**src/rtl/counter_sequencer.sv**
```systemverilog
// Controller for a 16-bit enable counter: issues prescaled enable pulses and clear
// pulses so the counter runs 0..limit, and cross-checks its Q against a shadow count.
module counter_sequencer #(
    parameter int WIDTH = 16,
    parameter int DIV_W = 8
) (
    input  logic             clock,
    input  logic             reset,
    input  logic             start,
    input  logic             stop,
    input  logic             clear,
    input  logic [DIV_W-1:0] div,
    input  logic [WIDTH-1:0] limit,
    input  logic [WIDTH-1:0] cnt_q,
    output logic             cnt_en,
    output logic             cnt_clr,
    output logic             busy,
    output logic             done,
    output logic             fault,
    output logic [1:0]       state
);

    typedef enum logic [1:0] {
        IDLE  = 2'd0,
        RUN   = 2'd1,
        PAUSE = 2'd2,
        DONE  = 2'd3
    } state_t;

    state_t           state_r, state_n;
    logic [DIV_W-1:0] presc_r, presc_n;
    logic [DIV_W-1:0] div_l, div_n;
    logic [WIDTH-1:0] issued_r, issued_n;
    logic [WIDTH-1:0] limit_l, limit_n;
    logic [WIDTH-1:0] expected;
    logic             en_n, clr_n, done_n, fault_n;
    logic             first_cycle, checking, mismatch, at_limit;

    // The counter is still being cleared in the first RUN cycle, so its Q is not yet meaningful.
    assign first_cycle = (state_r == RUN) && cnt_clr;
    assign checking    = (state_r != IDLE) && !first_cycle;
    assign expected    = issued_r - WIDTH'(cnt_en);
    assign mismatch    = checking && (cnt_q != expected);
    assign at_limit    = (issued_r == limit_l);

    always_comb begin
        // NOTE: every signal assigned here gets a default first, so no path can infer a latch.
        state_n  = state_r;
        presc_n  = presc_r;
        div_n    = div_l;
        issued_n = issued_r;
        limit_n  = limit_l;
        en_n     = 1'b0;
        clr_n    = 1'b0;
        done_n   = done;
        fault_n  = fault;

        if (clear) begin
            state_n  = IDLE;
            clr_n    = 1'b1;
            done_n   = 1'b0;
            fault_n  = 1'b0;
            presc_n  = '0;
            issued_n = '0;
        end else if (mismatch) begin
            fault_n = 1'b1;
            state_n = IDLE;
        end else begin
            unique case (state_r)
                RUN: begin
                    if (stop) begin
                        state_n = PAUSE;
                    end else if (!first_cycle && at_limit && (cnt_q == limit_l)) begin
                        state_n = DONE;
                        done_n  = 1'b1;
                    end else if (issued_r < limit_l) begin
                        if (presc_r == div_l) begin
                            en_n     = 1'b1;
                            issued_n = issued_r + WIDTH'(1);
                            presc_n  = '0;
                        end else begin
                            presc_n = presc_r + DIV_W'(1);
                        end
                    end
                end
                PAUSE: begin
                    if (!stop && start) begin
                        state_n = RUN;
                    end
                end
                default: begin
                    // IDLE and DONE: a fresh start clears the counter and relatches settings.
                    if (!stop && start) begin
                        state_n  = RUN;
                        div_n    = div;
                        limit_n  = limit;
                        clr_n    = 1'b1;
                        done_n   = 1'b0;
                        fault_n  = 1'b0;
                        presc_n  = '0;
                        issued_n = '0;
                    end
                end
            endcase
        end
    end

    always_ff @(posedge clock) begin
        // NOTE: state registers use non-blocking assignments so every flop samples pre-edge values.
        if (reset) begin
            state_r  <= IDLE;
            presc_r  <= '0;
            div_l    <= '0;
            issued_r <= '0;
            limit_l  <= '0;
            cnt_en   <= 1'b0;
            cnt_clr  <= 1'b0;
            done     <= 1'b0;
            fault    <= 1'b0;
        end else begin
            state_r  <= state_n;
            presc_r  <= presc_n;
            div_l    <= div_n;
            issued_r <= issued_n;
            limit_l  <= limit_n;
            cnt_en   <= en_n;
            cnt_clr  <= clr_n;
            done     <= done_n;
            fault    <= fault_n;
        end
    end

    assign state = state_r;
    assign busy  = (state_r == RUN) || (state_r == PAUSE);

endmodule

```
**config.mk**
```make
export PLATFORM = sky130hd
export DESIGN_NAME = counter_sequencer
export DESIGN_NICKNAME = d
export VERILOG_FILES = /design/src/rtl/counter_sequencer.sv
export SDC_FILE = /design/constraint.sdc
export NUM_CORES = 1
export LEC_CHECK = 0
export CORE_MARGIN = 5
export CORE_UTILIZATION = 50
export CTS_CLUSTER_DIAMETER = 120
export DETAILED_ROUTE_END_ITERATION = 8
export PLACE_DENSITY = 0.84
export SLEW_MARGIN = 20
export SYNTH_ARGS = -nofsm -noshare
export SYNTH_HDL_FRONTEND = slang
export SYNTH_SLANG_ARGS = --single-unit
```
**constraint.sdc**
```tcl
create_clock -name clock -period 2.85 [get_ports clock]
set_input_delay 0.855 -clock clock [delete_from_list [all_inputs] [get_ports clock]]
set_output_delay 0.855 -clock clock [all_outputs]
set_load 0.005 [all_outputs]
```
; ---- After elaboration in Yosys (flattened, before gate mapping)
; Cells that the tools add are included.
; Widths: inputs -> output; s select.
[op_classes]
n_addsub = 3
n_lt_le_gt_ge = 1
n_bitwise = 6
mul = 0
n_mux = 27
shift = 0
n_reduce_logical = 22
n_eq_ne = 13
div = 0
[op_table]
columns = op, n
row1 = $mux 16, 5
row2 = $mux 8, 5
row3 = $eq 16x16->1, 2
row4 = $pmux 16 s2, 1
row5 = $add 16x1->16 const B, 1
row6 = $lt 16x16->1, 1
row7 = $ne 16x16->1, 1
row8 = $pmux 8 s2, 1
row9 = $sub 16x1->16, 1
row10 = $mux 1, 10
row11 = $add 8x1->8 const B, 1
row12 = $eq 8x8->1, 1
row13 = $mux 2, 4
row14 = $ne 2x1->1 const B, 4
row15 = $reduce_and 7->1, 1
row16 = $reduce_or 7->1, 1
row17 = $logic_and 1x1->1, 6
row18 = $not 1->1, 6
row19 = $reduce_and 6->1, 1
row20 = $reduce_bool 2->1, 3
row21 = $reduce_and 5->1, 1
row22 = $ne 2x2->1 const B, 2
row23 = $reduce_and 2->1, 2
row24 = $reduce_and 4->1, 1
row25 = other kinds (8), 10
[totals]
rom_bits = 0
ramBits = 0
mem_count = 0
latchBits = 0
reg_bits = 54

; ---- Depth between registers and ports, before layout
; Gate-level depths: netlist of the first run.
[logic_depth]
depth_word = 8
mapped_depth = 13
ltp_nobuf = 11

; ---- Least setup slack after synthesis of the first run
; Ideal clock, no wire load.
[synth_timing]
path_kind = input-to-reg
start = input cnt_q[1]
end = register issued_r[6]
setup_slack_ns = 0.000
arrival_ns = 2.781
n_path_buf = 2
stages = 10
path_cell_list = xor2_1 > nor4_1 > nand4_1 > nor4_1 > o21ai_0 > o211ai_2 > buf_2 > clkbuf_1 > o21ai_0 > a21oi_1
[synth_between]
elab_chain_cells = 4
[synth_rtl]
columns = item, line_no
row1 = from (decl), 14  ; input logic [WIDTH-1:0] cnt_q,
row2 = $eq 16x16->1 or $ne 16x16->1 (tied branches), "73, 43"
row3 = $logic_and 1x1->1 (on tied branches), "73, 43"
row4 = $ne 2x2->1 (no source line) or $not 1->1 (tied branches), n/a
row5 = $reduce_and 7->1 (no source line) *, n/a
row6 = to (signal assigned), 124  ; issued_r <= issued_n;
row7 = to (decl), 33  ; logic [WIDTH-1:0] issued_r, issued_n;
; Mark *: on every way between the ends. The rest lies on a longest branch, timed or not.
; A chain may end at the register's enable or synchronous reset.

; ---- Final worst setup path of the first run
[layout_timing]
start = input cnt_q[4]
end = register issued_r[14]
; Same word-level chain as after synthesis.

==> flow_metrics.py, run 1 <==
metrics = {
    "routing": {
        "wl_mm": 11.7,
        "routed_via_density": 5.90,
        "drc": 0,
        "dr_total_vias": 3813,
        "dr.pass1.iters": 4,
        "ant_nets": 0,
        "wl_per_cell_um": 18.1,
        "drtIter0Drc": 285,
    },
    "pwr": {
        "power-per-cell-area_nw_per_um2": 320,
        "p_leak_nw": 1.98,
        "peakVddDrop_v": 0.000297,
        "p_total_mw": 1.63,
    },
    "sta": {
        "tightestPinTransition_ns": 0.852,
        "post-route-period-util": 1.06,
        "fmax_mhz": 331,
        "finalMaxSlewViolations": 0,
        "fin_skew_ns": 0.00676,
        "hold_viol_final": 0,
        "worst_slew_margin_rel": 0.430,
        "setup_viol": 45,
        "final.setup.worst_slack_ns": -0.169,
        "rsz0062_at_grt": "yes",
        "post-route-min-period_ns": 3.02,
        "tns_ns": -4.45,
    },
    "yosys": {
        "yosysSeqAreaShare": 0.296,
        "synth.top_cell.area_share": 0.296,
        "synthDistinctLibCells": 51,
        "synth-edff-count": 0,
        "netlist_top_cells_area": "dfxtp_1 30%, ha_1 7.9%, mux2i_1 7.4%",
        "ys_ff_latch": 54,
        "ys_warn_count": 0,
        "syn-num-nets": 509,
        "synth_flop_cell": "dfxtp_1",
        "synthArstFlopShare": 0,
        "synth_area_leader_cell": "dfxtp_1",
        "syn_area_per_cell_sq_um": 8.27,
        "synthCells": 441,
        "syn_area_sq_um": 3650,
    },
    "grt": {
        "grt_usage": 0.253,
        "grt-ovfl-total": 0,
        "antenna_found_initial": 0,
        "grt_max_degree": 27,
        "grt_pass1_wl_mm": 18.2,
        "grt_pass1_vias": 3845,
    },
    "outcome": {
        "status": "complete, but fails checks",
        "violations": "negative setup slack",
    },
    "clock_tree": {
        "root_buffer": "clkbuf_8",
        "htreeDepth": 2,
        "cts_hold_buffers": 0,
        "cts_tree": "done",
        "numCtsBuffers": 5,
        "cts_buffer_depth": 2,
        "clk_transition_reported_paths_ns": 0.10,
        "cts_sinks": 54,
        "insertion_delay_ns": 0.31,
    },
    "layout": {
        "multi_input_area_sq_um": 2590,
        "layout-drive-gt1-share": 0.232,
        "area_delta_synth_final_pct": 39.6,
        "final_area_sq_um": 5090,
        "fin_cells": 646,
        "fill_cells": 539,
        "seq_area_sq_um": 1080,
        "nNetsFinal": 614,
        "antenna_cells": 0,
    },
    "job": {
        "cap_violations": 0,
    },
    "worst_hold_path": {
        "worstHoldPathType": "reg2reg",
    },
    "worst_setup_path": {
        "path_class": "in2reg",
        "crit_required_ns": 3.10,
        "arrival_ns": 3.26,
        "cp-end-kind": "flip-flop",
        "cp-start-kind": "input pin",
        "path_max_fanout": 6,
    },
    "placement": {
        "placed_cells": 621,
        "numPortBuffers": 51,
        "dp_hpwl_mm": 8.05,
        "place_congestion": 0.925,
        "place_area_sq_um": 4600,
    },
    "die": {
        "boundaryPins": 52,
        "core_region_area_sq_um": 7180,
        "initial_core_util": 0.508,
        "die_w_um": 95.4,
        "dieArea_sq_um": 9100,
        "num_rows": 31,
        "die_h_um": 95.4,
    },
}
state kept, by name, indices dropped and copies added (netlist names):
name / flops
presc_r: 8
state: 2
issued_r: 16
fault: 1
cnt_clr: 1
cnt_en: 1
done: 1
limit_l: 16
div_l: 8
metal layers:
layer  global-route usage  share of wire  vias to the layer above
met5                    0              0                        -
met1                0.302           0.39                     1808
met2                0.455           0.50                      152
met4               0.0983          0.045                        0
met3               0.0339          0.057                       49
li1                     -              -                     1804
critical path, cell delays in order:
cell	delay (ns)
clkdlybuf4s15_1	0.23
xor2_1	0.24
o21ai_0	0.12
mux2_4	0.27
nor4_2	0.25
and4b_2	0.37
o211ai_4	0.12
buf_6	0.16
or4_1	0.51
a21oi_1	0.13
timing repair:
action | CTS | global route
cloned | 2 | 1
resized for setup | 60 | 18
hold endpoints to repair | 0 | 0
buffers inserted | 11 | 3
setup endpoints to repair | 54 | 54
pin swaps | 28 | 5
cells by family after synthesis:
kind of cell               synth area share
DFF                                   0.296
xor gates and xnor gates              0.110
buffers and inverters                0.0580
adders and majority gates            0.0789
muxes                                0.0772
and+or+nand+nor                       0.244
AOI/OAI and AO/OA                     0.136
cells in the final DEF, fill, tap and decap left out, types with 3 or more instances in the layout:
master | Yosys | routed
dfxtp_2 | 0 | 3
nand3_1 | 9 | 9
clkdlybuf4s15_1 | 0 | 3
buf_12 | 0 | 3
nand2b_1 | 5 | 5
or4_1 | 14 | 10
nor2_1 | 44 | 44
or3_1 | 8 | 8
dlygate4sd2_1 | 0 | 11
buf_6 | 2 | 6
mux2i_1 | 27 | 26
nor4_1 | 12 | 6
clkbuf_8 | 0 | 5
nor3_1 | 4 | 3
ha_1 | 23 | 21
clkdlybuf4s50_1 | 0 | 37
or4_4 | 0 | 4
nor4_2 | 0 | 5
a21oi_2 | 0 | 6
xor2_1 | 22 | 21
nand4_1 | 15 | 15
inv_1 | 24 | 23
nand2_1 | 25 | 24
xnor2_1 | 21 | 20
o31ai_1 | 9 | 5
o21ai_1 | 8 | 8
o31ai_2 | 0 | 4
buf_4 | 2 | 60
and3_1 | 10 | 9
o21ai_0 | 13 | 12
dfxtp_1 | 54 | 51
a21oi_1 | 35 | 28
metrics by stage:
step | hold WS, ns | utilization | setup WS (ns)
after floorplan | 0.461 | - | 0.0243
after global placement | 0.476 | 0.641 | -0.586
after detailed placement | 0.474 | 0.641 | -0.658
after CTS | 0.493 | 0.693 | -0.0770
after global routing | 0.518 | 0.710 | -0.273
final | 0.497 | 0.710 | -0.169
cell type report:
| class | instances | area share |
|---|---|---|
| Multi-Input combinational cell | 339 | 0.509 |
| Sequential cell | 54 | 0.213 |
| Clock buffer | 5 | 0.0135 |
| Inverter | 24 | 0.0177 |
| Tap cell | 99 | 0.0243 |
| Timing Repair Buffer | 122 | 0.214 |
| Clock inverter | 3 | 0.00860 |
worst paths after layout:
| path | from | to | slack [ns] | cells past startpoint |
|---|---|---|---|---|
| worst max-delay path | cnt_q[4] | issued_r[14] | -0.17 | 10 |
| worst min-delay path | fault | fault | 0.50 | 2 |
| worst max register to register | issued_r[0] | issued_r[14] | -0.13 | 13 |
| worst min register to register | fault | fault | 0.50 | 2 |
synth_stat cells (4+ instances only):
cell type / instances
xnor2_1: 21
or4_1: 14
mux2i_1: 27
and3_1: 10
a21oi_1: 35
ha_1: 23
inv_1: 24
nand2b_1: 5
nor2_1: 44
or3_1: 8
nand2_1: 25
o21ai_1: 8
o21ai_0: 13
o31ai_1: 9
nor3_1: 4
nand4_1: 15
clkbuf_1: 12
xor2_1: 22
nand3_1: 9
dfxtp_1: 54
nor4_1: 12
buf_2: 7
power by group:
part / switching (mW) / total, mW / internal [mW]
logic: 0.155 / 0.324 / 0.169
clock network: 0.259 / 0.522 / 0.264
registers: 0.0129 / 0.781 / 0.768
(Power assumes the default switching activity.)
==> run 2: changes to the inputs <==
--- a/config.mk
+++ b/config.mk
@@ -5,11 +5,13 @@
 export SDC_FILE = /design/constraint.sdc
 export NUM_CORES = 1
 export LEC_CHECK = 0
+export CELL_PAD_IN_SITES_DETAIL_PLACEMENT = 0
+export CELL_PAD_IN_SITES_GLOBAL_PLACEMENT = 1
 export CORE_MARGIN = 5
-export CORE_UTILIZATION = 50
+export CORE_UTILIZATION = 37
 export CTS_CLUSTER_DIAMETER = 120
 export DETAILED_ROUTE_END_ITERATION = 8
-export PLACE_DENSITY = 0.84
+export PLACE_DENSITY = 0.74
 export SLEW_MARGIN = 20
 export SYNTH_ARGS = -nofsm -noshare
 export SYNTH_HDL_FRONTEND = slang
==> run 2 against run 1 <==
The run still ends with negative setup slack left. Maximum frequency up 3.2%. Setup slack better by 0.095 ns. Global-route usage down 6.3 points. Register-to-register slack better by 0.09 ns. Clock skew up 0.0087 ns. Combinational power up 3%. Final area up 2.4%. Core utilization down 17 points. Cell count up 5.7%. Critical endpoint unchanged. Highest routed layer unchanged.
==> flow_metrics.py, run 2 (same netlist as run 1, synthesis figures left out) <==
metrics = {
    "worst_hold_path": {
        "worstHoldPathType": "reg2reg",
        "min-delay-start": "fault",
    },
    "worst_setup_path": {
        "arrival_ns": 3.17,
        "path_class": "in2reg",
        "path_max_fanout": 6,
        "cp-end-kind": "flip-flop",
        "cp-start-kind": "input pin",
        "startpoint": "cnt_q[11]",
        "rr_startpoint": "issued_r[0]",
        "crit_required_ns": 3.10,
    },
    "routing": {
        "drc": 0,
        "drtIter0Drc": 243,
        "dr.pass1.iters": 4,
        "dr_total_vias": 3579,
        "ant_nets": 0,
        "wl_per_cell_um": 16.6,
        "wl_mm": 11.3,
        "routed_via_density": 5.24,
    },
    "clock_tree": {
        "root_buffer": "clkbuf_8",
        "numCtsBuffers": 5,
        "cts_sinks": 54,
        "cts_tree": "done",
        "clk_transition_reported_paths_ns": 0.11,
        "htreeDepth": 2,
        "insertion_delay_ns": 0.32,
        "cts_buffer_depth": 2,
    },
    "grt": {
        "antenna_found_initial": 0,
        "grt-ovfl-total": 0,
        "grt_usage": 0.189,
        "grt_max_degree": 27,
        "grt_pass1_wl_mm": 17.5,
        "grt_pass1_vias": 3523,
    },
    "sta": {
        "rsz0062_at_grt": "yes",
        "tightestPinTransition_ns": 0.387,
        "fin_skew_ns": 0.0155,
        "final.setup.worst_slack_ns": -0.0742,
        "worst_slew_margin_rel": 0.739,
        "post-route-period-util": 1.03,
        "hold_viol_final": 0,
        "finalMaxSlewViolations": 0,
        "setup_viol": 20,
        "post-route-min-period_ns": 2.92,
        "fmax_mhz": 342,
        "whs_ns": 0.490,
    },
    "placement": {
        "numPortBuffers": 51,
        "dp_hpwl_mm": 8.47,
        "place_congestion": 0.921,
    },
    "layout": {
        "area_delta_synth_final_pct": 42.9,
        "final_common_cell": "buf_4",
        "layout-drive-gt1-share": 0.251,
        "utilization": 0.538,
        "reg_top3": "issued_r: 16 flops, limit_l: 16 flops",
        "nNetsFinal": 617,
        "antenna_cells": 0,
        "most-common-layout-cells": "62 x buf_4, 51 x dfxtp_1, 43 x nor2_1",
    },
    "die": {
        "dieArea_sq_um": 11900,
        "boundaryPins": 52,
        "die_w_um": 109,
        "core_region_area_sq_um": 9680,
        "die_h_um": 109,
        "initial_core_util": 0.377,
        "num_rows": 36,
    },
    "pwr": {
        "peakVddDrop_v": 0.000202,
        "power-per-cell-area_nw_per_um2": 299,
        "p_leak_nw": 2.03,
    },
    "job": {
        "cap_violations": 0,
    },
    "outcome": {
        "violations": "negative setup slack",
        "status": "complete, but fails checks",
    },
}
[run 2: changes by cell type in the layout (fill, tap and decap cells not counted), moves of 3 or more]
cell,previous run,this run
a21oi_1,28,22
or4_1,10,7
nor4_2,5,2
clkdlybuf4s15_1,3,0
nor4_1,6,9
o31ai_1,5,9
o31ai_2,4,0
a21oi_2,6,13
or4_4,4,7
[run 2: final cells by class]
cell class	instances	area, sq um
fill	919	4470
timing repair buffer	125	1180
multi-input combinational	339	2600
sequential	54	1080
inverter	24	90.1
clock buffer	5	68.8
clock inverter	3	21.3
tap	133	166
[run 2: through the flow]
step	setup WS [ns]	setup TNS (ns)	cells	power [mW]	cell area (sq um)
after floorplan	0.0243	0	441	0.931	3650
after global placement	-0.610	-29.29	663	1.08	4710
after detailed placement	-0.647	-31.13	663	1.09	4710
after CTS	-0.123	-1.07	680	1.56	5060
after global routing	-0.147	-3.11	683	1.63	5210
final	-0.0742	-0.702	683	1.56	5210
[run 2: path summary, 6_finish.rpt]
check                       to  slack (ns)  cells after the start
setup reg to reg  issued_r[14]       -0.04                     13
hold / removal           fault        0.49                      2
setup / recovery  issued_r[14]       -0.07                      9
hold reg to reg          fault        0.49                      2
[run 2: critical path, stage by stage]
cell and delay [ns]:
clkdlybuf4s50_1 0.53, xor2_1 0.19, xnor2_1 0.11, nor4_1 0.23, and4b_2 0.33, o211ai_4 0.13, buf_12 0.16, or4_4 0.50
a21oi_2 0.12
[run 2: timing repair]
action                                  CTS  global route
endpoints found under the setup margin   54            54
cloned                                    3             1
resized for setup                        49            32
hold buffers                              0             0
pin swaps                                31            11
setup buffers                             6             3
[run 2: report_power, final]
group	total [mW]	internal (mW)	switching, mW
Sequential	0.779	0.768	0.0112
Combinational	0.335	0.180	0.155
Clock	0.442	0.174	0.268
Total	1.56	1.12	0.434
[run 2: routing by layer]
layer,vias up,GRT usage,wire [um],part of all wire
met1,1694,0.240,5020,0.44
li1,1801,-,-,-
met5,-,0,0,0
met4,0,0.0695,231,0.020
met2,72,0.325,5640,0.50
met3,12,0.0272,411,0.036
==> run 3: changes to the inputs <==
--- a/config.mk
+++ b/config.mk
@@ -12,6 +12,7 @@
 export CTS_CLUSTER_DIAMETER = 120
 export DETAILED_ROUTE_END_ITERATION = 8
 export PLACE_DENSITY = 0.74
+export SKIP_LAST_GASP = 1
 export SLEW_MARGIN = 20
 export SYNTH_ARGS = -nofsm -noshare
 export SYNTH_HDL_FRONTEND = slang
==> run 3 against run 2 <==
The run still ends with negative setup slack left. Largest power group unchanged. Sequential power about the same. Combinational power about the same. Non-clock buffer count unchanged. Core utilization down 0.078 points. Clock power about the same. Die area unchanged. Total power down 0.12%. Hold slack about the same. Flip-flop and latch count unchanged. First-iteration DRC count down 12%.
==> flow_metrics.py, run 3 (same netlist as run 1, synthesis figures left out) <==
metrics = {
    "routing": {
        "highest_layer": "met4",
        "wl_met3_um": 437,
        "wl_mm": 11.3,
        "wl_per_cell_um": 16.6,
        "wl_met1_mm": 5.04,
        "dr.pass1.iters": 4,
        "drtIter0Drc": 215,
        "drc": 0,
        "wl_met2_mm": 5.61,
        "ant_nets": 0,
        "dr_total_vias": 3589,
        "routed_via_density": 5.25,
    },
    "worst_hold_path": {
        "worstHoldPathType": "reg2reg",
    },
    "placement": {
        "place_congestion": 0.921,
        "numPortBuffers": 51,
        "dp_hpwl_mm": 8.47,
    },
    "layout": {
        "nNetsFinal": 617,
        "area_delta_synth_final_pct": 42.7,
        "reg_top3": "issued_r: 16 flops, limit_l: 16 flops",
        "layout-drive-gt1-share": 0.247,
        "final_common_cell": "buf_4",
        "most-common-layout-cells": "62 x buf_4, 51 x dfxtp_1, 43 x nor2_1",
        "antenna_cells": 0,
        "fill_cells": 917,
    },
    "die": {
        "die_w_um": 109,
        "die_h_um": 109,
        "dieArea_sq_um": 11900,
        "num_rows": 36,
        "initial_core_util": 0.377,
        "core_region_area_sq_um": 9680,
        "boundaryPins": 52,
    },
    "clock_tree": {
        "cts_tree": "done",
        "numCtsBuffers": 5,
        "root_buffer": "clkbuf_8",
        "clk_transition_reported_paths_ns": 0.11,
        "cts_buffer_depth": 2,
        "insertion_delay_ns": 0.31,
        "cts_sinks": 54,
        "htreeDepth": 2,
    },
    "worst_setup_path": {
        "cp-end-kind": "flip-flop",
        "cp-start-kind": "input pin",
        "arrival_ns": 3.20,
        "crit_required_ns": 3.09,
        "path_max_fanout": 6,
        "path_class": "in2reg",
    },
    "pwr": {
        "p_leak_nw": 2.03,
        "p_total_mw": 1.55,
        "power-per-cell-area_nw_per_um2": 299,
        "peakVddDrop_v": 0.000203,
    },
    "sta": {
        "post-route-period-util": 1.04,
        "post-route-min-period_ns": 2.95,
        "hold_viol_final": 0,
        "finalMaxSlewViolations": 0,
        "worst_slew_margin_rel": 0.730,
        "setup_viol": 20,
        "rsz0062_at_grt": "yes",
        "fin_skew_ns": 0.0147,
        "final.setup.worst_slack_ns": -0.104,
        "tightestPinTransition_ns": 0.404,
        "tns_ns": -0.836,
        "fmax_mhz": 339,
    },
    "outcome": {
        "status": "complete, but fails checks",
        "violations": "negative setup slack",
    },
    "grt": {
        "grt_max_degree": 27,
        "grt-ovfl-total": 0,
        "grt_usage": 0.189,
        "grt_pass1_vias": 3523,
        "antenna_found_initial": 0,
        "grt_pass1_wl_mm": 17.5,
    },
    "job": {
        "cap_violations": 0,
    },
}
-- run 3: cell types whose count changed in the layout (fill, tap and decap cells not counted) --
cell     change
a21oi_1      -1
a21oi_2      +1
or4_1        +3
or4_4        -3
-- run 3: area by class of cell --
type,instances,area (sq um),share of cell area
Inverter,24,90.1,0.0173
Timing Repair Buffer,125,1180,0.227
Clock inverter,3,21.3,0.00409
Tap cell,133,166,0.0320
Multi-Input combinational cell,339,2590,0.498
Sequential cell,54,1080,0.208
Clock buffer,5,68.8,0.0132
-- run 3: worst paths after layout --
kind          startpoint            to  slack [ns]  cells after the start
min reg2reg        fault         fault        0.49                      2
max            cnt_q[11]  issued_r[12]       -0.10                      9
max reg2reg  issued_r[0]  issued_r[12]       -0.07                     13
min                fault         fault        0.49                      2
-- run 3: what timing repair did --
action,4_1_cts,5_1_grt
cloned,3,1
resized for setup,49,30
hold endpoints to repair,0,0
setup buffers,6,3
endpoints found under the setup margin,54,54
pin swaps,30,13
hold buffers,0,0
-- run 3: per-layer routing --
metal	vias up	GRT usage
met1	1690	0.240
met5	-	0
met2	85	0.325
met3	14	0.0272
li1	1800	-
met4	0	0.0695
-- run 3: power by group --
group	internal [mW]	switching, mW	leakage, nW
Clock	0.174	0.266	0.0441
Combinational	0.180	0.155	1.54
Sequential	0.768	0.0111	0.438
-- run 3: critical path: stages --
cell and delay, ns:
clkdlybuf4s50_1 0.52, xor2_1 0.19, xnor2_1 0.11, nor4_1 0.23, and4b_2 0.33, o211ai_4 0.13, buf_12 0.17, or4_4 0.51
a21oi_2 0.13
-- run 3: metrics by stage --
step | utilization | hold WS [ns] | instance area, sq um | std cells | setup slack (ns)
after floorplan | - | 0.461 | 3650 | 441 | 0.0243
after global placement | 0.487 | 0.476 | 4710 | 663 | -0.610
after detailed placement | 0.487 | 0.479 | 4710 | 663 | -0.647
after CTS | 0.522 | 0.499 | 5060 | 680 | -0.123
after global routing | 0.537 | 0.522 | 5200 | 683 | -0.169
final | 0.537 | 0.490 | 5200 | 683 | -0.104
